**src/rtl/mc_ctrl_fsm_if.sv**
```systemverilog
// Control bundle between the multi-cycle MIPS datapath and its main control FSM.
// Latency: none (wires only).
// Backpressure: none; the controller advances one state per clock unconditionally.
//
// Ports (as seen by the controller, modport slave):
//   in  Op[5:0]       IR[31:26]
//   in  Funct[5:0]    IR[5:0], used only to spot jr/jalr
//   in  Zero          ALU zero flag
//   out PCWrite, IRWrite, MemRead, MemWrite, RegWrite   datapath strobes
//   out ALUOp[3:0]    to the ALU control decoder
//   out ALUSrcA, ALUSrcB[1:0], EXTOp, RegDst[1:0], WDSel[1:0], PCSource[1:0]
//   out state[3:0]    current FSM state, debug only
//   out illegal       unsupported opcode seen in DECODE
interface mc_ctrl_fsm_if;
  logic [5:0] Op;
  logic [5:0] Funct;
  logic       Zero;
  logic       PCWrite;
  logic       IRWrite;
  logic       MemRead;
  logic       MemWrite;
  logic       RegWrite;
  logic [3:0] ALUOp;
  logic       ALUSrcA;
  logic [1:0] ALUSrcB;
  logic       EXTOp;
  logic [1:0] RegDst;
  logic [1:0] WDSel;
  logic [1:0] PCSource;
  logic [3:0] state;
  logic       illegal;

  // Datapath side: presents the IR fields and flags, consumes the controls.
  modport master (
    output Op, Funct, Zero,
    input  PCWrite, IRWrite, MemRead, MemWrite, RegWrite, ALUOp, ALUSrcA,
           ALUSrcB, EXTOp, RegDst, WDSel, PCSource, state, illegal
  );

  // Controller side.
  modport slave (
    input  Op, Funct, Zero,
    output PCWrite, IRWrite, MemRead, MemWrite, RegWrite, ALUOp, ALUSrcA,
           ALUSrcB, EXTOp, RegDst, WDSel, PCSource, state, illegal
  );
endinterface

```
**src/rtl/mc_ctrl_fsm.sv**
```systemverilog
// Multi-cycle MIPS main control: sequences FETCH/DECODE/EXEC/MEM/WB and drives every datapath control.
// Latency: Moore outputs from the state register; 2..5 cycles per instruction (BRANCH PCWrite also uses Zero).
// Backpressure: none; one state per clock, asynchronous active-low reset forces FETCH and kills strobes.
//
// Ports:
//   clk   rising-edge clock
//   rstn  asynchronous active-low reset
//   ctl   mc_ctrl_fsm_if.slave: Op/Funct/Zero in, all control outputs out
module mc_ctrl_fsm (
  input  logic         clk,
  input  logic         rstn,
  mc_ctrl_fsm_if.slave ctl
);

  typedef enum logic [3:0] {
    FETCH  = 4'd0,
    DECODE = 4'd1,
    MEMADR = 4'd2,
    MEMRD  = 4'd3,
    MEMWB  = 4'd4,
    MEMWR  = 4'd5,
    EXEC_R = 4'd6,
    RWB    = 4'd7,
    BRANCH = 4'd8,
    JUMP   = 4'd9,
    EXEC_I = 4'd10,
    IWB    = 4'd11,
    JREG   = 4'd12
  } state_e;

  // ALUOp encodings
  localparam logic [3:0] ALUOP_LS    = 4'b0000;
  localparam logic [3:0] ALUOP_RTYPE = 4'b0001;
  localparam logic [3:0] ALUOP_ADDI  = 4'b0010;
  localparam logic [3:0] ALUOP_ANDI  = 4'b0011;
  localparam logic [3:0] ALUOP_ORI   = 4'b0100;
  localparam logic [3:0] ALUOP_XORI  = 4'b0101;
  localparam logic [3:0] ALUOP_SLTI  = 4'b0110;
  localparam logic [3:0] ALUOP_SLTIU = 4'b0111;
  localparam logic [3:0] ALUOP_LUI   = 4'b1000;
  localparam logic [3:0] ALUOP_BEQ   = 4'b1001;
  localparam logic [3:0] ALUOP_BNE   = 4'b1010;

  // Opcodes
  localparam logic [5:0] OP_RTYPE = 6'b000000;
  localparam logic [5:0] OP_J     = 6'b000010;
  localparam logic [5:0] OP_JAL   = 6'b000011;
  localparam logic [5:0] OP_BEQ   = 6'b000100;
  localparam logic [5:0] OP_BNE   = 6'b000101;
  localparam logic [5:0] OP_ADDI  = 6'b001000;
  localparam logic [5:0] OP_ADDIU = 6'b001001;
  localparam logic [5:0] OP_SLTI  = 6'b001010;
  localparam logic [5:0] OP_SLTIU = 6'b001011;
  localparam logic [5:0] OP_ANDI  = 6'b001100;
  localparam logic [5:0] OP_ORI   = 6'b001101;
  localparam logic [5:0] OP_XORI  = 6'b001110;
  localparam logic [5:0] OP_LUI   = 6'b001111;
  localparam logic [5:0] OP_LB    = 6'b100000;
  localparam logic [5:0] OP_LH    = 6'b100001;
  localparam logic [5:0] OP_LW    = 6'b100011;
  localparam logic [5:0] OP_LBU   = 6'b100100;
  localparam logic [5:0] OP_LHU   = 6'b100101;
  localparam logic [5:0] OP_SB    = 6'b101000;
  localparam logic [5:0] OP_SH    = 6'b101001;
  localparam logic [5:0] OP_SW    = 6'b101011;

  localparam logic [5:0] FN_JR    = 6'b001000;
  localparam logic [5:0] FN_JALR  = 6'b001001;

  state_e state_q, state_d;

  // Opcode classification; only consulted after FETCH, when the IR is stable.
  logic       is_load, is_store, is_imm;
  logic [3:0] imm_aluop;
  logic       imm_ext;

  always_comb begin
    is_load   = 1'b0;
    is_store  = 1'b0;
    is_imm    = 1'b0;
    imm_aluop = ALUOP_ADDI;
    imm_ext   = 1'b1;
    case (ctl.Op)
      OP_LW, OP_LB, OP_LBU, OP_LH, OP_LHU: is_load = 1'b1;
      OP_SW, OP_SB, OP_SH:                 is_store = 1'b1;
      OP_ADDI, OP_ADDIU: begin is_imm = 1'b1; imm_aluop = ALUOP_ADDI; end
      OP_ANDI:  begin is_imm = 1'b1; imm_aluop = ALUOP_ANDI;  imm_ext = 1'b0; end
      OP_ORI:   begin is_imm = 1'b1; imm_aluop = ALUOP_ORI;   imm_ext = 1'b0; end
      OP_XORI:  begin is_imm = 1'b1; imm_aluop = ALUOP_XORI;  imm_ext = 1'b0; end
      OP_SLTI:  begin is_imm = 1'b1; imm_aluop = ALUOP_SLTI;  end
      OP_SLTIU: begin is_imm = 1'b1; imm_aluop = ALUOP_SLTIU; end
      OP_LUI:   begin is_imm = 1'b1; imm_aluop = ALUOP_LUI;   imm_ext = 1'b0; end
      default: ;
    endcase
  end

  always_ff @(posedge clk or negedge rstn) begin
    if (!rstn) state_q <= FETCH;
    else       state_q <= state_d;
  end

  // Raw (ungated) control values; strobes are qualified by rstn below.
  logic       pc_write, ir_write, mem_read, mem_write, reg_write, illegal;
  logic [3:0] alu_op;
  logic       alu_src_a, ext_op;
  logic [1:0] alu_src_b, reg_dst, wd_sel, pc_source;

  always_comb begin
    state_d   = FETCH;
    pc_write  = 1'b0;
    ir_write  = 1'b0;
    mem_read  = 1'b0;
    mem_write = 1'b0;
    reg_write = 1'b0;
    illegal   = 1'b0;
    alu_op    = ALUOP_LS;
    alu_src_a = 1'b0;
    alu_src_b = 2'b00;
    ext_op    = 1'b1;
    reg_dst   = 2'b00;
    wd_sel    = 2'b00;
    pc_source = 2'b00;
    case (state_q)
      FETCH: begin
        mem_read  = 1'b1;
        ir_write  = 1'b1;
        pc_write  = 1'b1;
        alu_src_b = 2'b01;
        state_d   = DECODE;
      end
      DECODE: begin
        // Speculatively form PC + (imm << 2) for a possible branch.
        alu_src_b = 2'b11;
        if (ctl.Op == OP_RTYPE)
          state_d = (ctl.Funct == FN_JR || ctl.Funct == FN_JALR) ? JREG : EXEC_R;
        else if (is_load || is_store)
          state_d = MEMADR;
        else if (ctl.Op == OP_BEQ || ctl.Op == OP_BNE)
          state_d = BRANCH;
        else if (ctl.Op == OP_J || ctl.Op == OP_JAL)
          state_d = JUMP;
        else if (is_imm)
          state_d = EXEC_I;
        else
          illegal = 1'b1;
      end
      MEMADR: begin
        alu_src_a = 1'b1;
        alu_src_b = 2'b10;
        state_d   = is_store ? MEMWR : MEMRD;
      end
      MEMRD: begin
        mem_read = 1'b1;
        state_d  = MEMWB;
      end
      MEMWB: begin
        reg_write = 1'b1;
        wd_sel    = 2'b01;
      end
      MEMWR: mem_write = 1'b1;
      EXEC_R: begin
        alu_src_a = 1'b1;
        alu_op    = ALUOP_RTYPE;
        state_d   = RWB;
      end
      RWB: begin
        reg_write = 1'b1;
        reg_dst   = 2'b01;
      end
      BRANCH: begin
        alu_src_a = 1'b1;
        pc_source = 2'b01;
        if (ctl.Op == OP_BNE) begin
          alu_op   = ALUOP_BNE;
          pc_write = ~ctl.Zero;
        end else begin
          alu_op   = ALUOP_BEQ;
          pc_write = ctl.Zero;
        end
      end
      JUMP: begin
        pc_write  = 1'b1;
        pc_source = 2'b10;
        if (ctl.Op == OP_JAL) begin
          reg_write = 1'b1;
          reg_dst   = 2'b10;
          wd_sel    = 2'b10;
        end
      end
      EXEC_I: begin
        alu_src_a = 1'b1;
        alu_src_b = 2'b10;
        alu_op    = imm_aluop;
        ext_op    = imm_ext;
        state_d   = IWB;
      end
      IWB: begin
        // Extension is re-derived from the unchanged IR so the write-back
        // sees the same immediate EXEC_I used.
        reg_write = 1'b1;
        ext_op    = imm_ext;
      end
      JREG: begin
        pc_write  = 1'b1;
        pc_source = 2'b11;
        if (ctl.Funct == FN_JALR) begin
          reg_write = 1'b1;
          reg_dst   = 2'b01;
          wd_sel    = 2'b10;
        end
      end
      default: state_d = FETCH;
    endcase
  end

  // Strobes are killed combinationally by reset so no write can slip out
  // between reset assertion and the state register settling.
  assign ctl.PCWrite  = pc_write  & rstn;
  assign ctl.IRWrite  = ir_write  & rstn;
  assign ctl.MemRead  = mem_read  & rstn;
  assign ctl.MemWrite = mem_write & rstn;
  assign ctl.RegWrite = reg_write & rstn;
  assign ctl.illegal  = illegal   & rstn;
  assign ctl.ALUOp    = alu_op;
  assign ctl.ALUSrcA  = alu_src_a;
  assign ctl.ALUSrcB  = alu_src_b;
  assign ctl.EXTOp    = ext_op;
  assign ctl.RegDst   = reg_dst;
  assign ctl.WDSel    = wd_sel;
  assign ctl.PCSource = pc_source;
  assign ctl.state    = state_q;

endmodule
```
**src/flat_wrapper.sv**
```systemverilog
// flat-port wrapper written by rule: the top's interface ports become plain ports
module mc_ctrl_fsm_flat 
  (clk, rstn, ctl_Op, ctl_Funct, ctl_Zero, ctl_PCWrite, ctl_IRWrite, ctl_MemRead, ctl_MemWrite, ctl_RegWrite, ctl_ALUOp, ctl_ALUSrcA, ctl_ALUSrcB, ctl_EXTOp, ctl_RegDst, ctl_WDSel, ctl_PCSource, ctl_state, ctl_illegal);
  mc_ctrl_fsm_if ctl_i ();
  input  logic clk;
  input  logic rstn;
  input wire logic [$bits(ctl_i.Op)-1:0] ctl_Op;
  input wire logic [$bits(ctl_i.Funct)-1:0] ctl_Funct;
  input wire logic [$bits(ctl_i.Zero)-1:0] ctl_Zero;
  output wire logic [$bits(ctl_i.PCWrite)-1:0] ctl_PCWrite;
  output wire logic [$bits(ctl_i.IRWrite)-1:0] ctl_IRWrite;
  output wire logic [$bits(ctl_i.MemRead)-1:0] ctl_MemRead;
  output wire logic [$bits(ctl_i.MemWrite)-1:0] ctl_MemWrite;
  output wire logic [$bits(ctl_i.RegWrite)-1:0] ctl_RegWrite;
  output wire logic [$bits(ctl_i.ALUOp)-1:0] ctl_ALUOp;
  output wire logic [$bits(ctl_i.ALUSrcA)-1:0] ctl_ALUSrcA;
  output wire logic [$bits(ctl_i.ALUSrcB)-1:0] ctl_ALUSrcB;
  output wire logic [$bits(ctl_i.EXTOp)-1:0] ctl_EXTOp;
  output wire logic [$bits(ctl_i.RegDst)-1:0] ctl_RegDst;
  output wire logic [$bits(ctl_i.WDSel)-1:0] ctl_WDSel;
  output wire logic [$bits(ctl_i.PCSource)-1:0] ctl_PCSource;
  output wire logic [$bits(ctl_i.state)-1:0] ctl_state;
  output wire logic [$bits(ctl_i.illegal)-1:0] ctl_illegal;
  assign ctl_i.Op = ctl_Op;
  assign ctl_i.Funct = ctl_Funct;
  assign ctl_i.Zero = ctl_Zero;
  assign ctl_PCWrite = ctl_i.PCWrite;
  assign ctl_IRWrite = ctl_i.IRWrite;
  assign ctl_MemRead = ctl_i.MemRead;
  assign ctl_MemWrite = ctl_i.MemWrite;
  assign ctl_RegWrite = ctl_i.RegWrite;
  assign ctl_ALUOp = ctl_i.ALUOp;
  assign ctl_ALUSrcA = ctl_i.ALUSrcA;
  assign ctl_ALUSrcB = ctl_i.ALUSrcB;
  assign ctl_EXTOp = ctl_i.EXTOp;
  assign ctl_RegDst = ctl_i.RegDst;
  assign ctl_WDSel = ctl_i.WDSel;
  assign ctl_PCSource = ctl_i.PCSource;
  assign ctl_state = ctl_i.state;
  assign ctl_illegal = ctl_i.illegal;
  mc_ctrl_fsm u_core (.clk(clk), .rstn(rstn), .ctl(ctl_i));
endmodule
```
**config.mk**
```make
export PLATFORM = sky130hd
export DESIGN_NAME = mc_ctrl_fsm_flat
export DESIGN_NICKNAME = d
export VERILOG_FILES = /design/src/rtl/mc_ctrl_fsm_if.sv /design/src/rtl/mc_ctrl_fsm.sv /design/src/flat_wrapper.sv
export SDC_FILE = /design/constraint.sdc
export NUM_CORES = 1
export LEC_CHECK = 0
export CORE_MARGIN = 5
export CORE_UTILIZATION = 41
export CTS_CLUSTER_SIZE = 25
export DETAILED_ROUTE_END_ITERATION = 7
export PLACE_DENSITY = 0.84
export SYNTH_ARGS = -nofsm -noshare
export SYNTH_HDL_FRONTEND = slang
export SYNTH_SLANG_ARGS = --single-unit
```
**constraint.sdc**
```tcl
create_clock -name clk -period 9.7 [get_ports clk]
set_input_delay 2.91 -clock clk [delete_from_list [all_inputs] [get_ports clk]]
set_output_delay 2.91 -clock clk [all_outputs]
set_load 0.05 [all_outputs]
```
==> flow_summary.yaml <==
status:
  run_status: "finished, final reports clean"
clock_tree:
  cts_setup_buffers: 0
  clock_path_buffers: 2
  clkLatencyLatePin_ps: 240
  clkSlewWorstSetupHoldPaths_ps: 40
  ctsResizeCount: 0
  cts_hold_repair.buffers: 0
  htree_num_levels: 1
  clock_sink_count: 4
  cts_tree: "built"
  numCtsBuffers: 3
  clockRootBuffer: "sky130_fd_sc_hd__clkbuf_4"
sta:
  timing.final.hold_violations: 0
  slew_violations: 0
  clock.fmax_ghz: 0.1149
  setup_skew_ps: 7.700
  min_period_ps: 8700
  finalCritPeriodShare_pct: 89.70
  measured_slew_at_the_worst_slew_check_pin_ps: 506.8
  post-route-worst-setup-slack_ps: 999.6
  final_tns_setup_ps: 0
  rsz0062_at_grt: "no"
  slew_headroom_pct: 66.11
  final-setup-viol-count: 0
power_and_ir_drop:
  worst_ir_drop_vdd_v: 0.0001527
  power-per-cell-area_nw_per_um2: 293.3
  reported_leakage_power_uw: 0.0003785
grt:
  global_route.overflow_total: 0
  antenna_violations_before_repair: 0
  grt_max_degree: 18
  grtUsageTotal_pct: 17.66
  grt_pass1_wl_mm: 3.760
  grt_pass1_vias: 856
drt:
  drt_iter0_markers: 23
  dr.pass1.iters: 4
  routedWlPerCell_um: 14.85
  totalWireLength_mm: 2.257
  dr_total_vias: 891
  drtAntennaViolNets: 0
  viasPerCell: 5.862
  drcViolationCount: 0
worst_setup_path:
  endpoint_kind: "primary output"
  cp.arrival_ps: 5790
  worst-setup-path-type: "in -> out"
  critical_path_peak_fanout: 11
  crit-reg2reg-capture: "u_core.ctl.state[1]"
  timing.reg2reg.worst_path_depth: 3
  slowest_delay_ps: 800
  worst-r2r-setup-slack_ps: 8160
  critical_path.cell_chain: "clkdlybuf4s50_1, or4_4, or4_4, a21boi_2, o31a_2, clkdlybuf4s50_1"
  crit_required_ps: 6790
  reg2reg_from: "u_core.ctl.state[1]"
  cp_slowest_cell: "sky130_fd_sc_hd__clkdlybuf4s50_1"
  critical_path_launch_point_type: "input port"
floorplan:
  die_area_um2: 2655
  die_height_um: 51.53
  die_w_um: 51.53
  floorplan.core_area_um2: 1689
  ioPinCount: 39
  fp-row-count: 15
  starting_utilization_of_the_core_area_pct: 41.85
yosys:
  yosysWarnings: 0
  synth_cells: 101
  async_reset_ff_share_pct: 100.0
  cell_area_after_synthesis_um2: 706.9
  postSynthRegisterBits: 4
  synth.yosys.seq_area_share_pct: 14.16
  netlist-cell-type-count: 39
  synth_nets: 116
  number_of_flops_mapped_to_enable_cells_by_yosys: 0
  ys.flop_type: "sky130_fd_sc_hd__dfrtp_1"
  mean_post_synth_cell_area_um2: 6.999
final_layout:
  most_common_cell_after_layout_fill_and_taps_aside: "sky130_fd_sc_hd__clkdlybuf4s50_1"
  final_cell_mix: "sky130_fd_sc_hd__clkdlybuf4s50_1 (38), sky130_fd_sc_hd__a21oi_1 (10), sky130_fd_sc_hd__nand2_1 (9), sky130_fd_sc_hd__nor2_1 (9)"
  n_antenna_cell: 0
  largest_register_ffs: 4
  postLayoutCoreUtil_pct: 64.22
  fin_nets: 152
  post_route_cells_drive_above_1_share_pct: 8.148
  number_of_fill_cells_in_the_layout: 163
  areaGrowthSynthToFinish_pct: 53.45
min_path:
  hold_end: "u_core.ctl.state[2]"
  hold_class: "reg -> reg"
  min_delay_path_depth: 2
  hold_path.startpoint: "u_core.ctl.state[3]"
placement:
  io_buffer_count: 38
  dpl_worst_slack_ps: 990.8
  hpwlAfterDp_mm: 1.756
  gp_congestion: 0.8555
job:
  cap_violations: 0
-- per-stage QoR --
stage | power (uW) | area (um^2) | hold WS [ps] | instances
floorplan | 217.8 | 706.9 | 955.1 | 101
global placement | 293.5 | 1062 | 802.5 | 149
detailed placement | 296.3 | 1062 | 798.2 | 149
CTS | 318.9 | 1085 | 808.6 | 152
global route | 336.8 | 1085 | 872.2 | 152
finish | 318.2 | 1085 | 817.4 | 152
-- cell families after synthesis --
kind of cell    count (synthesis)  synth area share (%)
buf+inv                        12                 9.205
xor+xnor                        4                 4.957
simple gates                   53                 44.07
flops                           4                 14.16
compound gates                 28                 27.61
-- worst max-delay path by stage --
stage                         start      endpoint  slack (ps)  cells after the start
after floorplan           ctl_Op[2]   ctl_illegal         860                      5
after global placement    ctl_Op[2]  ctl_RegWrite        1060                      6
after detailed placement  ctl_Op[2]  ctl_RegWrite         990                      6
after CTS                 ctl_Op[2]  ctl_RegWrite         990                      6
after global routing      ctl_Op[2]  ctl_RegWrite         910                      6
final                     ctl_Op[2]  ctl_RegWrite        1000                      6
-- synth_stat cells (all sizes together), types with 3 or more instances --
cell type / instances / area [um^2]
a21oi: 10 / 50.05
nand2: 9 / 33.78
nor2: 9 / 33.78
clkbuf: 7 / 46.30
a21boi: 5 / 41.29
inv: 5 / 18.77
nand2b: 5 / 31.28
dfrtp: 4 / 100.1
nand4: 4 / 25.02
nor2b: 3 / 18.77
nor3: 3 / 15.01
nor3b: 3 / 22.52
xnor2: 3 / 26.28
-- critical path, delay by kind of cell --
kind                   cells  cell delay, ps
buffers and inverters      2            1390
and+or+nand+nor            2            1160
AOI/OAI and AO/OA          2             330
-- where the power goes --
group	total (uW)	internal (uW)	leakage (uW)	switching, uW
registers	51.7	23.0	0.0000525	28.7
clock network	21.6	13.9	0.0000138	7.67
logic	245	85.1	0.000312	160
total	318	122	0.000378	196
-- area by class of cell --
type | instances | area, um^2 | area share [%]
multi-input combinational | 85 | 541.8 | 49.94
timing repair buffer | 38 | 380.4 | 35.06
sequential | 4 | 100.1 | 9.227
clock buffer | 3 | 22.52 | 2.076
tap | 17 | 21.27 | 1.961
inverter | 5 | 18.77 | 1.730
-- per-layer routing --
layer / GRT usage, % / wire (um) / up-vias
met5: 0 / 0 / -
met4: 5.677 / 37 / 0
met3: 2.579 / 136 / 5
met2: 32.42 / 1092 / 30
met1: 20.81 / 989 / 411
li1: - / - / 445
Power figures use the tool's default switching activity.
